==> src/rtl/rast_sched_pkg.sv <==
// Shared types and constants for the rasterizer front-end triangle scheduler.
package rast_sched_pkg;
  localparam int P_SIGFIG = 24;
  localparam int P_VERTS  = 3;
  localparam int P_AXIS   = 3;
  localparam int P_COLORS = 3;

  typedef enum logic [1:0] {
    RUN    = 2'd0,
    DRAIN  = 2'd1,
    UPDATE = 2'd2
  } state_e;

  localparam int P_SCR_X = 1280 << 10;
  localparam int P_SCR_Y = 720 << 10;
  localparam logic [2*P_SIGFIG-1:0] DEF_SCREEN = {P_SIGFIG'(P_SCR_X), P_SIGFIG'(P_SCR_Y)};
  localparam logic [3:0] DEF_SUBSAMPLE = 4'b1000;

  typedef logic signed [P_VERTS*P_AXIS*P_SIGFIG-1:0] tri_t;
  typedef logic [P_COLORS*P_SIGFIG-1:0] color_t;
endpackage

==> src/rtl/rast_tri_sched_rr_arbiter.sv <==
// Combinational round-robin arbiter: first requester at or after ptr wins.
module rr_arbiter #(
  parameter int NREQ = 2,
  parameter int PW   = (NREQ > 1) ? $clog2(NREQ) : 1
) (
  input  logic [NREQ-1:0] req,
  input  logic [PW-1:0]   ptr,
  input  logic            en,
  output logic [NREQ-1:0] grant,
  output logic [PW-1:0]   next_ptr
);
  logic found;

  always_comb begin
    grant    = '0;
    next_ptr = ptr;
    found    = 1'b0;
    // Outer loop walks priority order starting at ptr; inner loop keeps indices constant.
    for (int i = 0; i < NREQ; i++) begin
      for (int k = 0; k < NREQ; k++) begin
        if (en && !found && req[k] && (k == ((int'(ptr) + i) % NREQ))) begin
          grant[k] = 1'b1;
          next_ptr = PW'((k + 1) % NREQ);
          found    = 1'b1;
        end
      end
    end
  end
endmodule

==> src/rtl/rast_tri_sched.sv <==
// Front-end scheduler: round-robin feeds the R10 triangle port and drains the pipe before
// applying screen/subsample changes.
module rast_tri_sched
  import rast_sched_pkg::*;
#(
  parameter int SIGFIG     = P_SIGFIG,
  parameter int VERTS      = P_VERTS,
  parameter int AXIS       = P_AXIS,
  parameter int COLORS     = P_COLORS,
  parameter int NREQ       = 2,
  parameter int PIPE_DRAIN = 8,
  parameter int CNT_W      = 32
) (
  input  logic                              clk,
  input  logic                              rst_n,
  input  logic [NREQ-1:0]                   req_valid,
  input  logic [NREQ*VERTS*AXIS*SIGFIG-1:0] req_tri,
  input  logic [NREQ*COLORS*SIGFIG-1:0]     req_color,
  output logic [NREQ-1:0]                   req_ready,
  input  logic                              cfg_req,
  input  logic [2*SIGFIG-1:0]               cfg_screen,
  input  logic [3:0]                        cfg_subsample,
  output logic                              cfg_ack,
  input  logic                              halt_RnnnnL,
  output logic [VERTS*AXIS*SIGFIG-1:0]      tri_R10S,
  output logic [COLORS*SIGFIG-1:0]          color_R10U,
  output logic                              validTri_R10H,
  output logic [2*SIGFIG-1:0]               screen_RnnnnS,
  output logic [3:0]                        subSample_RnnnnU,
  output logic                              busy_H,
  output logic [CNT_W-1:0]                  tri_count,
  output state_e                            dbg_state
);
  localparam int TW = VERTS * AXIS * SIGFIG;
  localparam int CW = COLORS * SIGFIG;
  localparam int PW = (NREQ > 1) ? $clog2(NREQ) : 1;
  localparam int DW = (PIPE_DRAIN > 0) ? $clog2(PIPE_DRAIN + 1) : 1;

  state_e              state_q, state_d;
  logic                valid_q, valid_d;
  logic [TW-1:0]       tri_q, tri_d;
  logic [CW-1:0]       color_q, color_d;
  logic [2*SIGFIG-1:0] screen_q, screen_d;
  logic [3:0]          sub_q, sub_d;
  logic                ack_q, ack_d;
  logic [CNT_W-1:0]    cnt_q, cnt_d;
  logic [DW-1:0]       drain_q, drain_d;
  logic [PW-1:0]       ptr_q, ptr_d;
  logic                armed_q;

  logic                ld, accept, grant_en;
  logic [NREQ-1:0]     grant;
  logic [PW-1:0]       next_ptr;
  logic [TW-1:0]       win_tri;
  logic [CW-1:0]       win_color;

  // Handshake: req_valid[i] & req_ready[i] in the same cycle transfers requester i's triangle;
  // on R10, validTri_R10H & halt_RnnnnL at an edge hands the triangle to the rasterizer.
  // armed_q keeps req_ready low while reset is asserted.
  assign ld       = !valid_q || halt_RnnnnL;
  assign accept   = valid_q && halt_RnnnnL;
  assign grant_en = armed_q && (state_q == RUN) && ld && !cfg_req;

  rr_arbiter #(.NREQ(NREQ), .PW(PW)) u_arb (
    .req      (req_valid),
    .ptr      (ptr_q),
    .en       (grant_en),
    .grant    (grant),
    .next_ptr (next_ptr)
  );

  always_comb begin
    win_tri   = '0;
    win_color = '0;
    for (int i = 0; i < NREQ; i++) begin
      if (grant[i]) begin
        win_tri   = req_tri[i*TW +: TW];
        win_color = req_color[i*CW +: CW];
      end
    end
  end

  always_comb begin
    state_d  = state_q;
    valid_d  = valid_q;
    tri_d    = tri_q;
    color_d  = color_q;
    screen_d = screen_q;
    sub_d    = sub_q;
    ack_d    = 1'b0;
    ptr_d    = ptr_q;
    cnt_d    = cnt_q + CNT_W'(accept);
    drain_d  = drain_q;

    if (ld) begin
      valid_d = |grant;
      if (|grant) begin
        tri_d   = win_tri;
        color_d = win_color;
        ptr_d   = next_ptr;
      end
    end

    if (accept) drain_d = DW'(PIPE_DRAIN);
    else if (halt_RnnnnL && (drain_q != '0)) drain_d = drain_q - DW'(1);

    case (state_q)
      RUN:    if (cfg_req) state_d = DRAIN;
      DRAIN: begin
        if (!valid_q && (drain_q == '0)) begin
          state_d = UPDATE;
          ack_d   = 1'b1;
        end
      end
      UPDATE: begin
        state_d  = RUN;
        screen_d = cfg_screen;
        sub_d    = cfg_subsample;
      end
      default: state_d = RUN;
    endcase
  end

  always_ff @(posedge clk or negedge rst_n) begin
    if (!rst_n) begin
      state_q  <= RUN;
      valid_q  <= 1'b0;
      tri_q    <= '0;
      color_q  <= '0;
      screen_q <= {SIGFIG'(P_SCR_X), SIGFIG'(P_SCR_Y)};
      sub_q    <= DEF_SUBSAMPLE;
      ack_q    <= 1'b0;
      cnt_q    <= '0;
      drain_q  <= '0;
      ptr_q    <= '0;
      armed_q  <= 1'b0;
    end else begin
      state_q  <= state_d;
      valid_q  <= valid_d;
      tri_q    <= tri_d;
      color_q  <= color_d;
      screen_q <= screen_d;
      sub_q    <= sub_d;
      ack_q    <= ack_d;
      cnt_q    <= cnt_d;
      drain_q  <= drain_d;
      ptr_q    <= ptr_d;
      armed_q  <= 1'b1;
    end
  end

  assign req_ready        = grant;
  assign tri_R10S         = tri_q;
  assign color_R10U       = color_q;
  assign validTri_R10H    = valid_q;
  assign screen_RnnnnS    = screen_q;
  assign subSample_RnnnnU = sub_q;
  assign cfg_ack          = ack_q;
  assign tri_count        = cnt_q;
  assign busy_H           = (state_q != RUN) || (drain_q != '0);
  assign dbg_state        = state_q;
endmodule

==> config.mk <==
export PLATFORM = sky130hd
export DESIGN_NAME = rast_tri_sched
export DESIGN_NICKNAME = d
export VERILOG_FILES = /design/src/rtl/rast_sched_pkg.sv /design/src/rtl/rast_tri_sched_rr_arbiter.sv /design/src/rtl/rast_tri_sched.sv
export SDC_FILE = /design/constraint.sdc
export NUM_CORES = 1
export LEC_CHECK = 0
export CAP_MARGIN = 10
export CORE_AREA = 2 2 399 401
export CTS_BUF_LIST = sky130_fd_sc_hd__clkbuf_2
export DETAILED_ROUTE_END_ITERATION = 7
export DIE_AREA = 0 0 401 403
export HOLD_SLACK_MARGIN = 0.12
export PLACE_DENSITY = 0.31
export SYNTH_ARGS = -nofsm -noshare
export SYNTH_HDL_FRONTEND = slang
export SYNTH_HIERARCHICAL = 1
export SYNTH_SLANG_ARGS = --single-unit
==> constraint.sdc <==
create_clock -name clk -period 5.6 [get_ports clk]
set_input_delay 0.84 -clock clk [delete_from_list [all_inputs] [get_ports clk]]
set_output_delay 0.84 -clock clk [all_outputs]
set_load 0.05 [all_outputs]
==> results of run 1 <==
-- area by class of cell --
type | instances | area (sq um) | area share
repair buffers | 1660 | 16700 | 0.460
well taps | 2072 | 2590 | 0.0715
flip-flops and latches | 382 | 9570 | 0.264
diodes | 13 | 32.5 | 0.000897
clock inverters | 35 | 209 | 0.00576
inverters | 5 | 18.8 | 0.000518
multi-input cells | 1048 | 6200 | 0.171
clock buffers | 189 | 946 | 0.0261
-- routing by layer --
metal,share of wire,vias up,track usage
met1,0.39,9194,0.135
met5,0.00013,-,0
met3,0.065,164,0.0400
met2,0.52,645,0.215
li1,-,9094,-
met4,0.028,2,0.0422
-- registers in the layout (all words and copies together), names as in the netlist --
| name | count |
|---|---|
| armed_q | 1 |
| cfg_ack | 1 |
| screen_RnnnnS | 48 |
| validTri_R10H | 1 |
| color_R10U | 72 |
| ptr_q | 1 |
| subSample_RnnnnU | 4 |
| dbg_state | 2 |
| drain_q | 4 |
| tri_R10S | 216 |
| tri_count | 32 |
-- cells by family after synthesis --
logic type / Yosys count / synth area share
fa+ha+maj: 4 / 0.00304
simple gates: 372 / 0.0963
other cells: 1 / 0.000228
xor+xnor: 30 / 0.0159
compound gates: 587 / 0.223
mux: 54 / 0.0369
buf+inv: 144 / 0.0443
flops: 382 / 0.581
-- cells in the final DEF, fill, tap and decap left out, drive strengths merged, types with 2 or more instances in the layout --
| master | Yosys | routed |
|---|---|---|
| a21oi | 294 | 294 |
| a22oi | 287 | 287 |
| and2 | 2 | 2 |
| and3 | 11 | 11 |
| and4 | 3 | 3 |
| buf | 101 | 29 |
| bufinv | 0 | 2 |
| clkbuf | 38 | 189 |
| clkdlybuf4s50 | 0 | 1011 |
| clkinv | 0 | 23 |
| clkinvlp | 0 | 4 |
| dfrtp | 375 | 375 |
| dfstp | 7 | 7 |
| diode | 0 | 13 |
| dlygate4sd3 | 0 | 620 |
| ha | 4 | 4 |
| inv | 5 | 11 |
| mux2 | 54 | 54 |
| nand2 | 13 | 13 |
| nand2b | 4 | 4 |
| nand3 | 13 | 13 |
| nand4 | 14 | 14 |
| nand4b | 2 | 2 |
| nor2 | 298 | 298 |
| nor2b | 2 | 2 |
| nor3 | 4 | 4 |
| nor4 | 2 | 2 |
| nor4b | 2 | 2 |
| o22ai | 2 | 2 |
| xnor2 | 27 | 27 |
| xor2 | 3 | 3 |
-- worst paths after layout --
kind	startpoint	end	depth (start not counted)
worst max-delay path	halt_RnnnnL	req_ready[0]	7
worst min-delay path	req_tri[145]	tri_R10S[145]	3
worst max register to register	validTri_R10H	color_R10U[9]	10
worst min register to register	tri_count[30]	tri_count[30]	1
max in group asynchronous	rst_n	color_R10U[58]	4
min in group asynchronous	rst_n	tri_R10S[113]	4
-- critical path: cells and delay by family --
kind / cells / cell delay (ns)
AOI/OAI and AO/OA: 1 / 0.32
and+or+nand+nor: 3 / 0.65
buffers and inverters: 3 / 2.09
-- where the power goes --
group / leakage [nW] / internal [mW] / switching [mW] / total [mW]
combinational: 7.61 / 3.47 / 6.62 / 10.1
sequential: 4.65 / 4.04 / 0.801 / 4.84
clock: 0.881 / 0.997 / 1.48 / 2.48
-- per-stage QoR --
step | area [sq um] | setup slack, ns | cells | util | power, mW
floorplan | 16500 | 2.19 | 1574 | - | 10.6
global placement | 28800 | 1.43 | 4546 | 0.183 | 14.8
detailed placement | 28800 | 1.38 | 4546 | 0.183 | 14.8
CTS | 36200 | 0.539 | 5391 | 0.230 | 17.8
global route | 36300 | 0.356 | 5402 | 0.230 | 18.4
finish | 36300 | 0.855 | 5404 | 0.230 | 17.4
-- timing repair --
action	CTS	global route
setup buffers	0	0
hold buffers	621	0
endpoints found under the hold margin	719	0
setup endpoints to repair	0	0
==> results.txt, run 1 <==
----------------------------------------------------
[Floorplanning]
  # IOs ... between 1000 and 1500
  Die area ... 162000 sq um
  Cell Rows ... approximately 150
  Overall die width ... 401 um
  Effective utilization at floorplan ... 0.105
  Die Height ... slightly above 400 um
  Core region area ... between 150000 and 200000 sq um

[Job]
  Max-capacitance violation count ... 0

[Setup path]
  FF-to-FF setup slack ... 1.80 ns
  Most frequent cell on the critical path ... sky130_fd_sc_hd__clkdlybuf4s50_1
  Maximum fanout along the worst path ... 8
  Crit-path cells ... dlygate4sd3_1, clkdlybuf4s50_1, nor2b_2, nor4_1, nand2_1, a21oi_1, clkdlybuf4s50_1
  Kind of launch point of the worst setup path ... primary input
  Critical Path RT ... ~4.8 ns
  Peak per-stage delay on the critical path ... 0.89 ns
  Kind of capture point of the worst setup path ... output port
  Cell type of the slowest stage on the worst timing path ... sky130_fd_sc_hd__clkdlybuf4s50_1
  Worst setup path category ... primary input to output port
  Arrival @ worst endpoint ... 3.91 ns

[Routing]
  Routed WL per cell ... 18.6 um
  Remaining antenna violation count after routing ... 0
  First drt pass iteration count ... 6
  Via Count ... 19100
  Number of DRC violations after detailed-routing iteration 0 ... between 800 and 900
  Total detailed-routing wirelength ... ~100000 um
  Routed via count divided by cell count ... 3.53
  Total DRC errors in the routed layout ... 0

[Timing]
  Unrepaired setup endpoints after global routing ... false
  Total Negative Setup Slacks ... 0 ns
  Max-slew headroom ... 0.248
  Setup Skew ... 0.124 ns
  Worst-margin pin slew ... between 1 and 1.5 ns
  Max Fclk ... around 210 MHz
  Final setup vio count ... 0
  Final count of pins violating max slew ... 0
  Minimum hold slack ... between 0.4 and 0.5 ns
  Final critical-path required period ... between 4 and 5 ns
  Number of hold violations in the final report ... 0
  Final period utilization ... 0.847

[Synth]
  Leading cell type by number of instances after synthesis ... sky130_fd_sc_hd__dfrtp_1
  Most instantiated flip-flop cell in the synthesis netlist ... sky130_fd_sc_hd__dfrtp_1
  Synthesized Nets ... roughly 2200
  Post-synthesis sequential element count ... between 300 and 400
  Leading cell types by total area after synthesis ... sky130_fd_sc_hd__dfrtp_1 57%, sky130_fd_sc_hd__a22oi_1 13%, sky130_fd_sc_hd__a21oi_1 8.9%, sky130_fd_sc_hd__nor2_1 6.8%, sky130_fd_sc_hd__mux2_2 3.7%
  Leading cell types by count after synthesis ... 375 x sky130_fd_sc_hd__dfrtp_1, 297 x sky130_fd_sc_hd__nor2_1, 293 x sky130_fd_sc_hd__a21oi_1
  Syn Std Cell Area ... roughly 16000 sq um
  YS warnings ... 6
  Number of flops mapped to enable cells by yosys ... 0
  Library cells used by synthesis ... between 40 and 50
  Sequential-to-total area share from yosys stat ... 0.581
  Async S/R FF share, synth ... 1.00
  Gate count after technology mapping ... about 1600
  Portion of synthesized cell area occupied by the leading cell type ... 0.569
  Cell type contributing the most total cell area after synthesis ... sky130_fd_sc_hd__dfrtp_1
  Mean instance size in the synthesized netlist ... roughly 10 sq um

[Global routing]
  Overall fraction of global-route tracks in use ... 0.121
  Initial antenna violation count ... 8
  First-pass GRT wire length ... 143000 um
  Maximum number of pins on one net before global-route repair ... approximately 140
  Via count of the first global-routing pass ... just over 20000
  Final global-route overflow total ... 0

[Power]
  Power density normalized to cell area ... approximately 480 nW/um^2
  Leakage power summed over all cells ... 13.1 nW
  Worst ir drop on vdd ... about 0.00024 V

[Finish]
  Final net count ... between 3000 and 4000
  Layout filler cell count ... ~17000
  Layout cells sized above 1 ... 0.0919
  Syn-to-layout area delta ... 120%

[Clock network]
  Sink count of the clock tree ... between 300 and 400
  Root buffer cell ... sky130_fd_sc_hd__clkbuf_2
  Skew-Pair Late Insertion Delay ... between 1 and 1.5 ns
  Quantity of gates resized following cts ... 0
  H-tree levels ... 4
  TritonCTS clock tree ... done
  Clock buffer depth ... 3
  Total clock buffers created by CTS ... roughly 130
  Clock-pin slew on the worst setup and hold paths ... roughly 0.070 ns

[Min path]
  Path class of the lowest-slack min-delay path ... primary input to flip-flop

[Place]
  Detailed placement HPWL ... 74900 um
  Routability congestion estimate from global placement ... ~0.8
  Count of buffers from port buffering ... just over 1000

[Run status]
  Status ... completed

----------------------------------------------------
Power figures use the tool's default switching activity.
==> inputs of run 2 (changes only) <==
CORE_AREA = 2 2 391 393   (was 2 2 399 401)
DIE_AREA = 0 0 393 395   (was 0 0 401 403)
PLACE_DENSITY = 0.32   (was 0.31)
clock period = 4.8 ns   (was 5.6 ns; I/O delays follow)
==> results.txt, run 2 (synthesis results as in run 1) <==
----------------------------------------------------
[Min path]
  Start point of the worst hold path ... tri_count[31] (was req_tri[145])
  Cell depth of the worst min-delay path ... 1 (was 3)
  Endpoint, Worst Hold ... tri_count[31] (was tri_R10S[145])
  Path class of the lowest-slack min-delay path ... flip-flop to flip-flop (was primary input to flip-flop)

[Clock network]
  Total setup buffers inserted after CTS ... 0 (unchanged)
  H-tree levels ... 4 (unchanged)
  Total clock buffers created by CTS ... 132 (unchanged)
  Clock buffer depth ... 3 (unchanged)
  Skew-Pair Late Insertion Delay ... 1.36 ns (was 1.34 ns)
  Root buffer cell ... sky130_fd_sc_hd__clkbuf_2 (unchanged)
  Sink count of the clock tree ... 382 (unchanged)
  Clock-pin slew on the worst setup and hold paths ... 0.09 ns (was 0.07 ns)
  TritonCTS clock tree ... done (unchanged)

[Routing]
  Remaining antenna violation count after routing ... 0 (unchanged)
  Number of DRC violations after detailed-routing iteration 0 ... 672 (was 811)
  Total DRC errors in the routed layout ... 0 (unchanged)
  Routed WL per cell ... 18.3 um (was 18.6 um)
  Total detailed-routing wirelength ... 98600 um (was 101000 um)
  Via Count ... 19200 (was 19100)
  First drt pass iteration count ... 4 (was 6)
  Routed via count divided by cell count ... 3.56 (was 3.53)

[Setup path]
  Cell type of the slowest stage on the worst timing path ... sky130_fd_sc_hd__dlygate4sd2_1 (was sky130_fd_sc_hd__clkdlybuf4s50_1)
  FF-to-FF setup slack ... 1.22 ns (was 1.80 ns)
  Arrival @ worst endpoint ... 3.51 ns (was 3.91 ns)
  Terminus of the critical flop-to-flop path ... tri_R10S[102] (was color_R10U[9])
  Path depth of the worst reg2reg path ... 10 (unchanged)
  Critical Path RT ... 4.08 ns (was 4.76 ns)
  Peak per-stage delay on the critical path ... 0.62 ns (was 0.89 ns)
  Worst setup path category ... flip-flop to output port (was primary input to output port)
  Kind of launch point of the worst setup path ... flip-flop (was primary input)
  Maximum fanout along the worst path ... 10 (was 8)
  Crit-path cells ... nor2b_2, nor4_1, nand2_1, a21oi_1, dlygate4sd2_1 (was dlygate4sd3_1, clkdlybuf4s50_1, nor2b_2, nor4_1, nand2_1, a21oi_1, clkdlybuf4s50_1)
  Kind of capture point of the worst setup path ... output port (unchanged)
  Reg-to-reg critical path startpoint ... validTri_R10H (unchanged)

[Timing]
  Max Fclk ... roughly 240 MHz
  Final critical-path required period ... 4.23 ns
  Final setup vio count ... 0 (unchanged)
  Final count of pins violating max slew ... 0 (unchanged)
  Final worst setup slack ... 0.572 ns (was 0.855 ns)
  Max-slew headroom ... 0.393 (was 0.248)
  Setup Skew ... 0.0802 ns (was 0.124 ns)
  Minimum hold slack ... 0.502 ns (was 0.451 ns)
  Final period utilization ... 0.881
  Unrepaired setup endpoints after global routing ... false (unchanged)
  Number of hold violations in the final report ... 0 (unchanged)
  Total Negative Setup Slacks ... 0 ns (unchanged)
  Worst-margin pin slew ... 0.911 ns (was 1.13 ns)

[Floorplanning]
  Cell Rows ... 143 (was 146)
  Die area ... 155000 sq um (was 162000 sq um)
  Effective utilization at floorplan ... 0.109 (was 0.105)
  # IOs ... 1013 (unchanged)
  Overall die width ... 393 um (was 401 um)
  Core region area ... 151000 sq um (was 157000 sq um)
  Die Height ... 395 um (was 403 um)

[Global routing]
  Final global-route overflow total ... 0 (unchanged)
  Via count of the first global-routing pass ... 20800 (was 20500)
  Initial antenna violation count ... 3 (was 8)
  First-pass GRT wire length ... 141000 um (was 143000 um)
  Maximum number of pins on one net before global-route repair ... 90 (was 144)
  Overall fraction of global-route tracks in use ... 0.124 (was 0.121)

[Place]
  Routability congestion estimate from global placement ... 0.802 (was 0.799)
  Pre-CTS WS ... 0.861 ns (was 1.38 ns)
  Count of buffers from port buffering ... 1012 (unchanged)
  Count of placed standard cells including taps ... 4526 (was 4546)
  Detailed placement HPWL ... 73500 um (was 74900 um)

[Finish]
  Syn-to-layout area delta ... 122% (was 120%)
  Final net count ... 3905 (was 3867)
  Most frequent standard cell in the layout excluding fill and tap cells ... sky130_fd_sc_hd__clkdlybuf4s50_1 (unchanged)
  Non-filler cells in the finished layout ... 5400 (was 5404)
  Largest register FFs ... 216 (unchanged)
  Layout cells sized above 1 ... 0.100 (was 0.0919)
  Most frequent cells in the layout ... 1008 x sky130_fd_sc_hd__clkdlybuf4s50_1, 636 x sky130_fd_sc_hd__dlygate4sd3_1, 375 x sky130_fd_sc_hd__dfrtp_1 (was 1011 x sky130_fd_sc_hd__clkdlybuf4s50_1, 620 x sky130_fd_sc_hd__dlygate4sd3_1, 375 x sky130_fd_sc_hd__dfrtp_1)

[Run status]
  Status ... completed (unchanged)

[Power]
  Power share of the sequential group ... 0.275 (was 0.278)
  Internal power component ... 10.1 mW (was 8.51 mW)
  Overall power ... 20.4 mW (was 17.4 mW)
  Leakage power summed over all cells ... 13.4 nW (was 13.1 nW)
  Fraction of power spent switching nets ... 0.506 (was 0.511)
  Net Switching ... 10.3 mW (was 8.90 mW)
  Fraction of power consumed by combinational cells ... 0.578 (was 0.579)
  Worst ir drop on vdd ... 0.000202 V (was 0.000241 V)
  Power density normalized to cell area ... 555 nW/um^2 (was 480 nW/um^2)
  Share of power burned in the clock network ... 0.147 (was 0.142)

[Job]
  Max-capacitance violation count ... 0 (unchanged)

----------------------------------------------------
[run 2: cell count changes in the layout (fill, tap and decap cells not counted), moves of 3 or more]
cell,previous run,this run
sky130_fd_sc_hd__buf_12,10,16
sky130_fd_sc_hd__buf_4,17,33
sky130_fd_sc_hd__clkbuf_2,189,199
sky130_fd_sc_hd__clkdlybuf4s50_1,1011,1008
sky130_fd_sc_hd__clkinv_1,21,15
sky130_fd_sc_hd__clkinvlp_4,4,1
sky130_fd_sc_hd__diode_2,13,10
sky130_fd_sc_hd__dlygate4sd3_1,620,636
[run 2: power groups by stage]
stage | Sequential, mW | Clock (mW) | Combinational (mW)
6_report | 5.61 | 2.99 | 11.8
5_1_grt | 5.83 | 3.44 | 12.3
4_1_cts | 5.63 | 3.28 | 11.9
3_5_place_dp | 5.66 | 0 | 11.5
3_3_place_gp | 5.65 | 0 | 11.5
2_1_floorplan | 10.7 | 0 | 1.64
[run 2: metal layers]
layer	vias to the layer above	wire length [um]	global-route usage
met2	641	51600	0.225
met3	142	7370	0.0420
met5	-	0	0
li1	9194	-	-
met4	0	2890	0.0495
met1	9270	36700	0.129
[run 2: what timing repair did]
item	in CTS	in global routing
hold buffers	637	0
endpoints found under the hold margin	729	0
gates resized for setup	1	2
setup endpoints to repair	1	2
[run 2: cell type report]
class / count / area, sq um
tap: 2030 / 2540
inverter: 5 / 18.8
clock inverter: 28 / 208
sequential: 382 / 9570
fill: 16500 / 115000
clock buffer: 199 / 996
timing repair buffer: 1698 / 17100
antenna: 10 / 25.0
multi-input combinational: 1048 / 6200
[run 2: worst max-delay path by stage]
stage	start	slack [ns]	endpoint
floorplan	validTri_R10H	1.44	color_R10U[65]
global placement	halt_RnnnnL	0.81	req_ready[0]
detailed placement	halt_RnnnnL	0.86	req_ready[0]
CTS	drain_q[0]	0.001	busy_H
global route	validTri_R10H	0.01	req_ready[0]
finish	validTri_R10H	0.57	req_ready[0]
[run 2: critical path: cells and delay by family, from the launching register on]
family	cells	cell delay [ns]
buf+inv	1	0.62
compound gates	1	0.29
simple gates	3	0.74
flops	1	0.51
[run 2: through the flow]
stage / util / cell area, sq um
after floorplan: - / 16500
after global placement: 0.192 / 29000
after CTS: 0.242 / 36600
after global routing: 0.242 / 36700
final: 0.242 / 36700
after detailed placement: 0.192 / 29000
